File: config.mk
export PLATFORM = sky130hd
export DESIGN_NAME = bcd_digit_entry
export DESIGN_NICKNAME = d
export VERILOG_FILES = /design/src/rtl/bcd_digit_entry.sv
export SDC_FILE = /design/constraint.sdc
export NUM_CORES = 1
export LEC_CHECK = 0
export CAP_MARGIN = 20
export CORE_AREA = 4 4 59 75
export DETAILED_ROUTE_END_ITERATION = 10
export DIE_AREA = 0 0 63 79
export PLACE_DENSITY = 0.77
export SLEW_MARGIN = 10
export SYNTH_ARGS = -nofsm -noshare
export SYNTH_HDL_FRONTEND = slang
export SYNTH_SLANG_ARGS = --single-unit
File: constraint.sdc
create_clock -name clk -period 2.01 [get_ports clk]
set_input_delay 0.402 -clock clk [delete_from_list [all_inputs] [get_ports clk]]
set_output_delay 0.402 -clock clk [all_outputs]
set_load 0.02 [all_outputs]
File: src/rtl/bcd_digit_entry.sv
// -----------------------------------------------------------------------------
// bcd_digit_entry
//
// Multi-digit BCD entry register for the temperature/value input path.
// Digits are taken from the switches, ones digit first, one per rising edge
// of the (already debounced) enter button. When the final digit is accepted
// the whole number is committed to current_value and the previous committed
// number moves to old_value.
//
// Parameters:
//   NUM_DIGITS     digits per entry (1..8)
//   IDX_W          digit-index width, 2**IDX_W >= NUM_DIGITS
//   TIMEOUT_CYCLES idle cycles before a partial entry is aborted
//                  (used only when BCD_ENTRY_TIMEOUT_EN is defined)
//
// Optional feature macro: BCD_ENTRY_TIMEOUT_EN
//   Defined   : an idle counter aborts a partial entry and pulses 'timeout'.
//   Undefined : no counter, no 'timeout' port; a partial entry persists.
//
// Ports:
//   clk           in   system clock
//   rst           in   asynchronous active-high reset
//   enter         in   debounced button level, only its rising edge acts
//   cancel        in   synchronous level, discards the partial entry
//   value         in   digit on the switches
//   input_state   out  index of the next digit to enter (0 = ones)
//   partial_value out  digits accepted so far, unentered digits are 0
//   current_value out  last committed number, ones digit in [3:0]
//   old_value     out  number committed before current_value
//   commit        out  one-cycle pulse after a commit
//   digit_err     out  one-cycle pulse after a rejected (>9) digit
//   timeout       out  one-cycle pulse after an idle abort (macro only)
// -----------------------------------------------------------------------------
module bcd_digit_entry #(
  parameter int NUM_DIGITS     = 3,
  parameter int IDX_W          = 2,
  parameter int TIMEOUT_CYCLES = 50000000
) (
  input  logic                    clk,
  input  logic                    rst,
  input  logic                    enter,
  input  logic                    cancel,
  input  logic [3:0]              value,
  output logic [IDX_W-1:0]        input_state,
  output logic [4*NUM_DIGITS-1:0] partial_value,
  output logic [4*NUM_DIGITS-1:0] current_value,
  output logic [4*NUM_DIGITS-1:0] old_value,
  output logic                    commit,
`ifdef BCD_ENTRY_TIMEOUT_EN
  output logic                    timeout,
`endif
  output logic                    digit_err
);

  localparam int VW = 4 * NUM_DIGITS;
  localparam logic [IDX_W-1:0] LAST_IDX = IDX_W'(NUM_DIGITS - 1);

  // Elaboration-time guard against an unusable parameter set.
  if ((NUM_DIGITS < 1) || (NUM_DIGITS > 8) || ((2 ** IDX_W) < NUM_DIGITS) ||
      (TIMEOUT_CYCLES < 2)) begin : g_bad_params
    $error("bcd_digit_entry: illegal parameter combination");
  end

  logic             enter_q;
  logic             armed_q, armed_d;
  logic [IDX_W-1:0] idx_q, idx_d;
  logic [VW-1:0]    partial_q, partial_d;
  logic [VW-1:0]    current_q, current_d;
  logic [VW-1:0]    old_q, old_d;
  logic             commit_q, commit_d;
  logic             err_q, err_d;

  logic             ep_s;
  logic             digit_ok_s;
  logic             abort_s;
  logic [VW-1:0]    inserted_s;

`ifdef BCD_ENTRY_TIMEOUT_EN
  localparam int CNT_W = $clog2(TIMEOUT_CYCLES);
  localparam logic [CNT_W-1:0] CNT_LAST = CNT_W'(TIMEOUT_CYCLES - 1);

  logic [CNT_W-1:0] cnt_q, cnt_d;
  logic             timeout_q, timeout_d;

  // Abort fires on the edge after the idle counter has reached its last value.
  assign abort_s = (idx_q != {IDX_W{1'b0}}) && (cnt_q == CNT_LAST);

  // Idle counter: only runs while an entry is in progress.
  always_comb begin
    cnt_d = cnt_q;
    if ((idx_q == {IDX_W{1'b0}}) || cancel || ep_s || abort_s) begin
      cnt_d = {CNT_W{1'b0}};
    end else begin
      cnt_d = cnt_q + CNT_W'(1);
    end
  end

  // Idle counter and timeout pulse registers.
  always_ff @(posedge clk or posedge rst) begin
    if (rst) begin
      cnt_q     <= {CNT_W{1'b0}};
      timeout_q <= 1'b0;
    end else begin
      cnt_q     <= cnt_d;
      timeout_q <= timeout_d;
    end
  end

  assign timeout = timeout_q;
`else
  assign abort_s = 1'b0;
`endif

  // Rising-edge detect. armed_q stays low after reset until enter has been
  // seen low, so a button already held through reset release does not count.
  assign ep_s       = enter & ~enter_q & armed_q;
  assign armed_d    = armed_q | ~enter;
  assign digit_ok_s = (value <= 4'd9);

  // Partial value with the current digit dropped into its slot.
  always_comb begin
    inserted_s = partial_q;
    for (int i = 0; i < NUM_DIGITS; i++) begin
      if (IDX_W'(i) == idx_q) begin
        inserted_s[4*i +: 4] = value;
      end else begin
        inserted_s[4*i +: 4] = partial_q[4*i +: 4];
      end
    end
  end

  // Next-state logic: cancel > enter edge > idle abort.
  always_comb begin
    idx_d     = idx_q;
    partial_d = partial_q;
    current_d = current_q;
    old_d     = old_q;
    commit_d  = 1'b0;
    err_d     = 1'b0;
`ifdef BCD_ENTRY_TIMEOUT_EN
    timeout_d = 1'b0;
`endif
    if (cancel) begin
      idx_d     = {IDX_W{1'b0}};
      partial_d = {VW{1'b0}};
    end else if (ep_s) begin
      if (!digit_ok_s) begin
        err_d = 1'b1;
      end else if (idx_q == LAST_IDX) begin
        current_d = inserted_s;
        old_d     = current_q;
        partial_d = {VW{1'b0}};
        idx_d     = {IDX_W{1'b0}};
        commit_d  = 1'b1;
      end else begin
        partial_d = inserted_s;
        idx_d     = idx_q + IDX_W'(1);
      end
    end else if (abort_s) begin
      idx_d     = {IDX_W{1'b0}};
      partial_d = {VW{1'b0}};
`ifdef BCD_ENTRY_TIMEOUT_EN
      timeout_d = 1'b1;
`endif
    end else begin
      idx_d = idx_q;
    end
  end

  // Entry state and output registers.
  always_ff @(posedge clk or posedge rst) begin
    if (rst) begin
      enter_q   <= 1'b0;
      armed_q   <= 1'b0;
      idx_q     <= {IDX_W{1'b0}};
      partial_q <= {VW{1'b0}};
      current_q <= {VW{1'b0}};
      old_q     <= {VW{1'b0}};
      commit_q  <= 1'b0;
      err_q     <= 1'b0;
    end else begin
      enter_q   <= enter;
      armed_q   <= armed_d;
      idx_q     <= idx_d;
      partial_q <= partial_d;
      current_q <= current_d;
      old_q     <= old_d;
      commit_q  <= commit_d;
      err_q     <= err_d;
    end
  end

  assign input_state   = idx_q;
  assign partial_value = partial_q;
  assign current_value = current_q;
  assign old_value     = old_q;
  assign commit        = commit_q;
  assign digit_err     = err_q;

endmodule

## Word-level counts from Yosys, hierarchy flattened

Cells that the tools add are included.

- Mux-type cells: 18
- Divide/modulo/power cells: 0
- Reduce and logical (&&, ||, !) cells: 5
- $lt $le $gt $ge: 1
- $add $sub $neg: 1
- Multiply operators: 0
- Equal/unequal tests: 3
- Shift operators: 0
- Bitwise gates (word level): 6

Operators by type and width:

| cell | count |
|---|---|
| 12-bit two-way mux | 4 |
| 4-bit two-way mux | 3 |
| 2-bit two-way mux | 4 |
| 1-bit two-way mux | 7 |
| 4-bit <= comparator (second input constant) | 1 |
| 4-bit AND reduction | 1 |
| 2-bit nonzero test | 2 |
| 1-bit inverter | 3 |
| 2-bit by 1-bit adder with 2-bit output (second input constant) | 1 |
| 1-bit bitwise AND | 2 |
| 1-bit by 2-bit == test with 1-bit output (first input constant) | 1 |
| 2-bit == test (first input constant) | 1 |
| 2-bit == test (second input constant) | 1 |
| 2-bit zero test | 1 |
| 2-bit AND reduction | 1 |
| 1-bit OR | 1 |

- ROM bits: 0
- Logic and storage cells: 42
- Output and inout bits: 40
- Bits in latches: 0
- Bits in registers: 42
- Bits in writable memories: 0
- Memories: 0

## Depth between registers and ports, before layout

Gate-level depths: netlist of the first run.

- Word-level depth: 6
- Gate-level depth with buffers: 6
- Gate-level depth less buffers: 4

## Worst setup path after synthesis of the first run

Ideal clock, no wire load.

- Path type: register to register
- Start: register idx_q[0], in the netlist input_state[0]
- End: register current_q[0], in the netlist current_value[0]
- Path buffers: 2
- Data required time: 1.885 ns
- Period minus slack after synthesis: 1.799 ns
- Setup slack: 0.211 ns
- Arrival time: 1.674 ns
- Cell stages (with the launch flop): 7
- Cells stage by stage: dfrtp_1 -> nand2b_2 -> or3_1 -> buf_6 -> inv_8 -> buf_12 -> mux2_4

- Word-level cells in the longest chain between the ends: 2

Ends and longest elaborated chain:

| what | RTL line | text |
|---|---|---|
| from (decl) | 66 | `logic [IDX_W-1:0] idx_q, idx_d;` |
| from (signal assigned) | 175 | `idx_q <= {IDX_W{1'b0}};` |
| from (signal assigned) | 184 | `idx_q <= idx_d;` |
| 2-bit == test / 2-bit zero test (equally long branches) | 149, 124 |  |
| 4-bit AND reduction (no line) / 4-bit two-way mux (equally long branches) | n/a |  |
| to (signal assigned) | 177 | `current_q <= {VW{1'b0}};` |
| to (signal assigned) | 186 | `current_q <= current_d;` |
| to (decl) | 68 | `logic [VW-1:0] current_q, current_d;` |

Parallel ways exist; a longest one is shown, timed or not.
A chain may end at the register's enable or synchronous reset.

## Worst setup path after layout of the first run

- Start: register idx_q[0], in the netlist input_state[0]
- End: output input_state[0]

RTL lines:

| what | RTL line | text |
|---|---|---|
| to (decl) | 44 | `output logic [IDX_W-1:0] input_state,` |

No word-level cell between the ends.

==> results.md, run 1 <==
* Vias in the first global route at 1182
* Type of the worst setup path: reg -> out
* Maximum ir drop on the vdd rail at 0.000577 V
* Top cells by area in the synthesized netlist: dfrtp_1 62%, mux2_2 9.9%, mux2_4 7.0%, a22o_1 4.6%, mux2i_1 2.3%
* Endpoint required time on the critical path at 1610 ps
* Met3 Use GR at under 10%
* Post-layout min period at 1920 ps
* Final Hold Vio Count at 0
* Final setup margin at 91.4 ps
* Sequential cell area fraction in the yosys report at 61.5%
* Worst slew margin at 66.0%
* Number of CTS-inserted buffers at 5
* Setup tns final at 0 ps
* Initial Util at 45.9%
* Gate Count Post-Synth at 113
* Sequence of cells on the critical path: buf_4 > clkdlybuf4s50_1
* Total number of clock tree sinks at 42
* Unrepaired setup endpoints after global routing: false
* Clock-pin slew on the worst setup and hold paths at 80 ps
* Worst R2R End: current_value[4]$_DFFE_PP0P_
* Post-Place Setup Slack at -185 ps
* Total detailed-routing wirelength at 3760 um
* Final-report max-slew violation count at 0
* P&R area growth vs syn at 39.7%
* Leakage power of the design at 1.10 nW
* Buffer depth of the longest clock path at 2
* Max-cap violations at 0
* Number of buffers inserted to repair setup after CTS at 0
* Number of gates resized after cts at 0
* Setup-failing EPs final at 0
* Cell with the largest stage delay on the worst path: clkdlybuf4s50_1
* Count of yosys warnings during synthesis at 0
* Worst hold path type: reg -> reg
* I/O pins at 48
* Leading area contributor after synthesis: dfrtp_1
* Layout Skew at 3.18 ps
* Share of final-layout standard cells stronger than drive strength 1 at 27.0%
* Final global-route overflow total at 0
* Die height at 79 um
* # diodes at 0
* Post-synth EDFFs at 0
* Number of vias per cell at 5.41
* IO Port Bufs at 47
* Syn Area/Cell at 15.1 sq um
* Achievable clock frequency at ~520 MHz
* Total global-route track usage at 16.7%
* Initial antenna violation count at 0
* Vias at 1180
* Routed length per placed instance at 17.2 um
* Clock tree from TritonCTS: done
* Maximum number of pins on one net before global-route repair at 43
* Most used flip-flop cell after synthesis: dfrtp_1
* Endpoint of the worst hold-timing path: partial_value[9]$_DFFE_PP0P_
* Worst stage delay on the critical path at 630 ps
* Register-to-Register Path Depth at 4
* Total Nets Final at 185
* Detailed Place HPWL at 2710 um
* List of most frequent post-synthesis cells: 42 x dfrtp_1, 15 x mux2_2, 9 x a22o_1
* Crit. End Element: primary output
* Sort of element at the start of the critical path: flop
* Run status: completed
* Share of flip-flops with an asynchronous set or reset after synthesis at 100%
* Wire length of the first global-routing pass at 6290 um
* Most crowded layer after global routing: met2
* GP Congestion at roughly 0.74
* Launch instance of the worst min-delay path: partial_value[9]$_DFFE_PP0P_
* Worst flop-to-flop path startpoint: input_state[1]$_DFFE_PP0P_
* Clock tree root buffer cell: clkbuf_8
* Die Width at 63 um
* First DRT Iteration DRCs at 28
* Initial DRT Pass Iterations at 4
* Crit path DAT at 1520 ps
* Final antenna-violating net count at 0
* Unique cell type count in the Yosys netlist at 26
* Clock Latency Late Sink at 300 ps
* Portion of synthesized cell area occupied by the leading cell type at 61.5%
* Cells on Worst Hold Path at 1
* Period Utilization, post-route at between 90% and 100%
* Total of hold buffers inserted after clock tree synthesis at 0
* Standard-cell rows at 25
* Worst-margin pin slew at 510 ps
* Placeable core region at around 3700 sq um
* Most frequent cell after synthesis: dfrtp_1
* Register bit total from synthesis at 42
* Synthesized netlist net count at 121
* Post-synthesis cell area at 1710 sq um
* Pwr/cell area at ~650 nW/um^2
* Setup slack, reg-to-reg at 250 ps
* H-tree levels at 2
* DRC at 0
* Met2 usage in global routing at 28.2%
* Highest net fanout along the worst path at 12
* Met1 GRT Util at 20.2%
* Die footprint at about 5000 sq um
[power breakdown]
group	switching [mW]	leakage (nW)	internal, mW
combinational	0.0690	0.478	0.0638
sequential	0.0105	0.577	0.855
clock	0.281	0.0482	0.277
total	0.360	1.10	1.20
[per-stage QoR]
step	hold WS (ps)	power [mW]	cells	area, sq um	util, %
floorplan	433	0.940	113	1710	-
finish	490	1.56	218	2390	64.1
CTS	499	1.56	218	2390	64.1
global route	524	1.62	218	2390	64.1
global placement	469	1.01	210	2290	61.6
detailed placement	478	1.02	210	2290	61.6
[registers in the layout, indices dropped and copies added (netlist names)]
| signal | flops |
|---|---|
| partial_value | 12 |
| commit | 1 |
| armed_q | 1 |
| digit_err | 1 |
| enter_q | 1 |
| old_value | 12 |
| input_state | 2 |
| current_value | 12 |
[cell type report]
type	count	area [sq um]
fillers	308	1340
clock buffers	7	86.3
multi-input cells	64	599
inverters	3	18.8
well taps	40	50.0
clock inverters	1	5.00
flip-flops and latches	42	1050
repair buffers	61	576
[cells in the final DEF (no fill, tap or decap), drive strengths merged]
cell type and n:
nand3 4, a31oi 1, clkdlybuf4s50 47, inv 3
a21o 1, o32a 1, a21oi 1, or3 1
o21a 1, nor4 1, nor2 3, nand2b 2
o21ai 5, and3b 1, clkinv 1, buf 14
a41oi 1, clkbuf 7, dfrtp 42, and2 4
mux2 23, mux2i 4, a22o 9, nand4bb 1
[cell families (layout without fill, tap and decap cells)]
kind of cell,count (synthesis),count (layout),share of synthesized area [%]
compound gates,20,20,8.79
flops,42,42,61.5
simple gates,17,17,7.03
buf+inv,7,72,3.37
mux,27,27,19.3
[routing by layer]
layer	wire (um)	vias to the layer above
met1	1500	595
met4	64	0
met2	1980	45
met3	213	5
met5	0	-
li1	-	535
[worst max path at each step]
stage                              endpoint  slack (ps)                        from  cells after the start
2_1_floorplan  current_value[0]$_DFFE_PP0P_         210  input_state[0]$_DFFE_PP0P_                      6
3_3_place_gp   current_value[8]$_DFFE_PP0P_        -130                       enter                      5
3_5_place_dp   current_value[6]$_DFFE_PP0P_        -190                       enter                      5
4_1_cts                      input_state[0]          90  input_state[0]$_DFFE_PP0P_                      2
5_1_grt                      input_state[0]          50  input_state[0]$_DFFE_PP0P_                      2
6_report                     input_state[0]          90  input_state[0]$_DFFE_PP0P_                      2
[critical path: cells and delay by family (launching register included)]
family	cells	cell delay, ps
buffers and inverters	2	850
flip-flops	1	370
(Power assumes the default switching activity.)
==> run 2, diff against run 1 <==
--- a/config.mk
+++ b/config.mk
@@ -6,9 +6,9 @@
 export NUM_CORES = 1
 export LEC_CHECK = 0
 export CAP_MARGIN = 20
-export CORE_AREA = 4 4 59 75
+export CORE_AREA = 2 2 57 73
 export DETAILED_ROUTE_END_ITERATION = 10
-export DIE_AREA = 0 0 63 79
+export DIE_AREA = 0 0 59 75
 export PLACE_DENSITY = 0.77
 export SLEW_MARGIN = 10
 export SYNTH_ARGS = -nofsm -noshare
==> constraint.sdc (replaced) <==
create_clock -name clk -period 2 [get_ports clk]
set_input_delay 0.4 -clock clk [delete_from_list [all_inputs] [get_ports clk]]
set_output_delay 0.4 -clock clk [all_outputs]
set_load 0.02 [all_outputs]
==> results.md, run 2 (same netlist as run 1, synthesis figures left out) <==
* Run status: completed
* Die footprint at around 4400 sq um
* Setup-failing EPs final at 0
* Placeable core region at 3690 sq um
* P&R area growth vs syn at 40.9%
* Vias at 1199
* Routed length per placed instance at 16.5 um
* Share of final-layout standard cells stronger than drive strength 1 at 26.0%
* IO Port Bufs at 47
* Worst slew margin at 62.1%
* Worst-margin pin slew at approximately 570 ps
* Standard-cell rows at 25
* First DRT Iteration DRCs at 16
* Final antenna-violating net count at 0
* Total number of clock tree sinks at 42
* Unrepaired setup endpoints after global routing: false
* Number of CTS-inserted buffers at 5
* Achievable clock frequency at about 530 MHz
* Initial Util at 46.3%
* Crit. End Element: primary output
* Initial antenna violation count at 0
* Pwr/cell area at 686 nW/um^2
* # diodes at 0
* Sort of element at the start of the critical path: flop
* Maximum number of pins on one net before global-route repair at between 40 and 50
* Setup tns final at 0 ps
* Wire length of the first global-routing pass at 5820 um
* Number of buffers inserted to repair setup after CTS at 0
* Vias in the first global route at 1202
* Post-Place Setup Slack at -187 ps
* Clock-pin slew on the worst setup and hold paths at 80 ps
* Clock tree from TritonCTS: done
* Initial DRT Pass Iterations at 4
* Total power consumption of the routed design at 1.65 mW
* Worst stage delay on the critical path at 640 ps
* Crit path DAT at approximately 1500 ps
* Layout Skew at 4.04 ps
* Total detailed-routing wirelength at 3580 um
* Final standard cell area without fillers at 2410 sq um
* Final global-route overflow total at 0
* DRC at 0
* Post-layout min period at between 1500 and 2000 ps
* Final Hold Vio Count at 0
* Clock Latency Late Sink at 290 ps
* Detailed Place HPWL at 2570 um
* Number of vias per cell at 5.53
* Final-report max-slew violation count at 0
* Max-cap violations at 0
* Worst hold path type: in -> async
* Cell with the largest stage delay on the worst path: clkdlybuf4s50_1
* Final setup margin at between 90 and 100 ps
* Type of the worst setup path: reg -> out
* Total global-route track usage at 17.9%
* Leakage power of the design at approximately 1.1 nW
* Die Width at 59 um
* GP Congestion at 0.847
* Highest net fanout along the worst path at 12
* Buffer depth of the longest clock path at 2
* H-tree levels at 2
* Number of gates resized after cts at 0
* Most common cell after layout, fill and taps aside: clkdlybuf4s50_1
* Clock tree root buffer cell: clkbuf_8
* Dpl cell area at about 2300 sq um
* Total Nets Final at 184
* Total of hold buffers inserted after clock tree synthesis at 0
* Die height at 75 um
* Period Utilization, post-route at 95.1%
* I/O pins at 48
* Sequence of cells on the critical path: buf_4 > clkdlybuf4s50_1
* Endpoint required time on the critical path at 1600 ps
* Maximum ir drop on the vdd rail at 0.000523 V
* Commonest non-fill, non-tap cells in the layout: 47 x clkdlybuf4s50_1, 42 x dfrtp_1, 15 x mux2_2, 12 x buf_4, 9 x a22o_1
[run 2: cell types whose count changed in the layout (fill, tap and decap cells not counted), sizes merged]
cell,change
inv,-1
bufinv,+1
buf,-1
[run 2: final cells by class]
class                   count  area, sq um
multi-input cells          64          599
inverters                   3         18.8
fillers                   288         1280
clock buffers               7         76.3
flip-flops and latches     42         1050
well taps                  40         50.0
clock inverters             1         30.0
repair buffers             60          581
[run 2: final timing paths]
path | end | slack, ps | cells after the start | start
worst max-delay path | input_state[0] | 100 | 2 | input_state[0]$_DFFE_PP0P_
worst min-delay path | old_value[10]$_DFFE_PP0P_ | 450 | 3 | rst
min in group clk | partial_value[8]$_DFFE_PP0P_ | 490 | 1 | partial_value[8]$_DFFE_PP0P_
max in group asynchronous | old_value[5]$_DFFE_PP0P_ | 1350 | 3 | rst
worst max register to register | current_value[4]$_DFFE_PP0P_ | 270 | 4 | enter_q$_DFF_PP0_
worst min register to register | partial_value[8]$_DFFE_PP0P_ | 490 | 1 | partial_value[8]$_DFFE_PP0P_
[run 2: critical path: cells and delay by family (launching register included)]
kind                   cells  cell delay (ps)
flip-flops                 1              350
buffers and inverters      2              850
[run 2: metal layers]
metal	up-vias	wire, um	track usage, %
met2	42	1840	29.4
met5	-	0	0
met4	0	49	6.57
li1	540	-	-
met3	5	186	4.64
met1	612	1500	22.8
[run 2: power breakdown]
group / internal, mW / switching [mW] / total, mW
logic: 0.0653 / 0.0702 / 0.136
clock network: 0.373 / 0.272 / 0.645
registers: 0.860 / 0.00935 / 0.869
total: 1.30 / 0.352 / 1.65
[run 2: per-stage QoR]
stage,util (%),hold slack (ps),std cells
floorplan,-,431,113
global placement,62.3,472,209
detailed placement,62.3,470,209
CTS,65.2,454,217
global route,65.2,488,217
finish,65.2,450,217
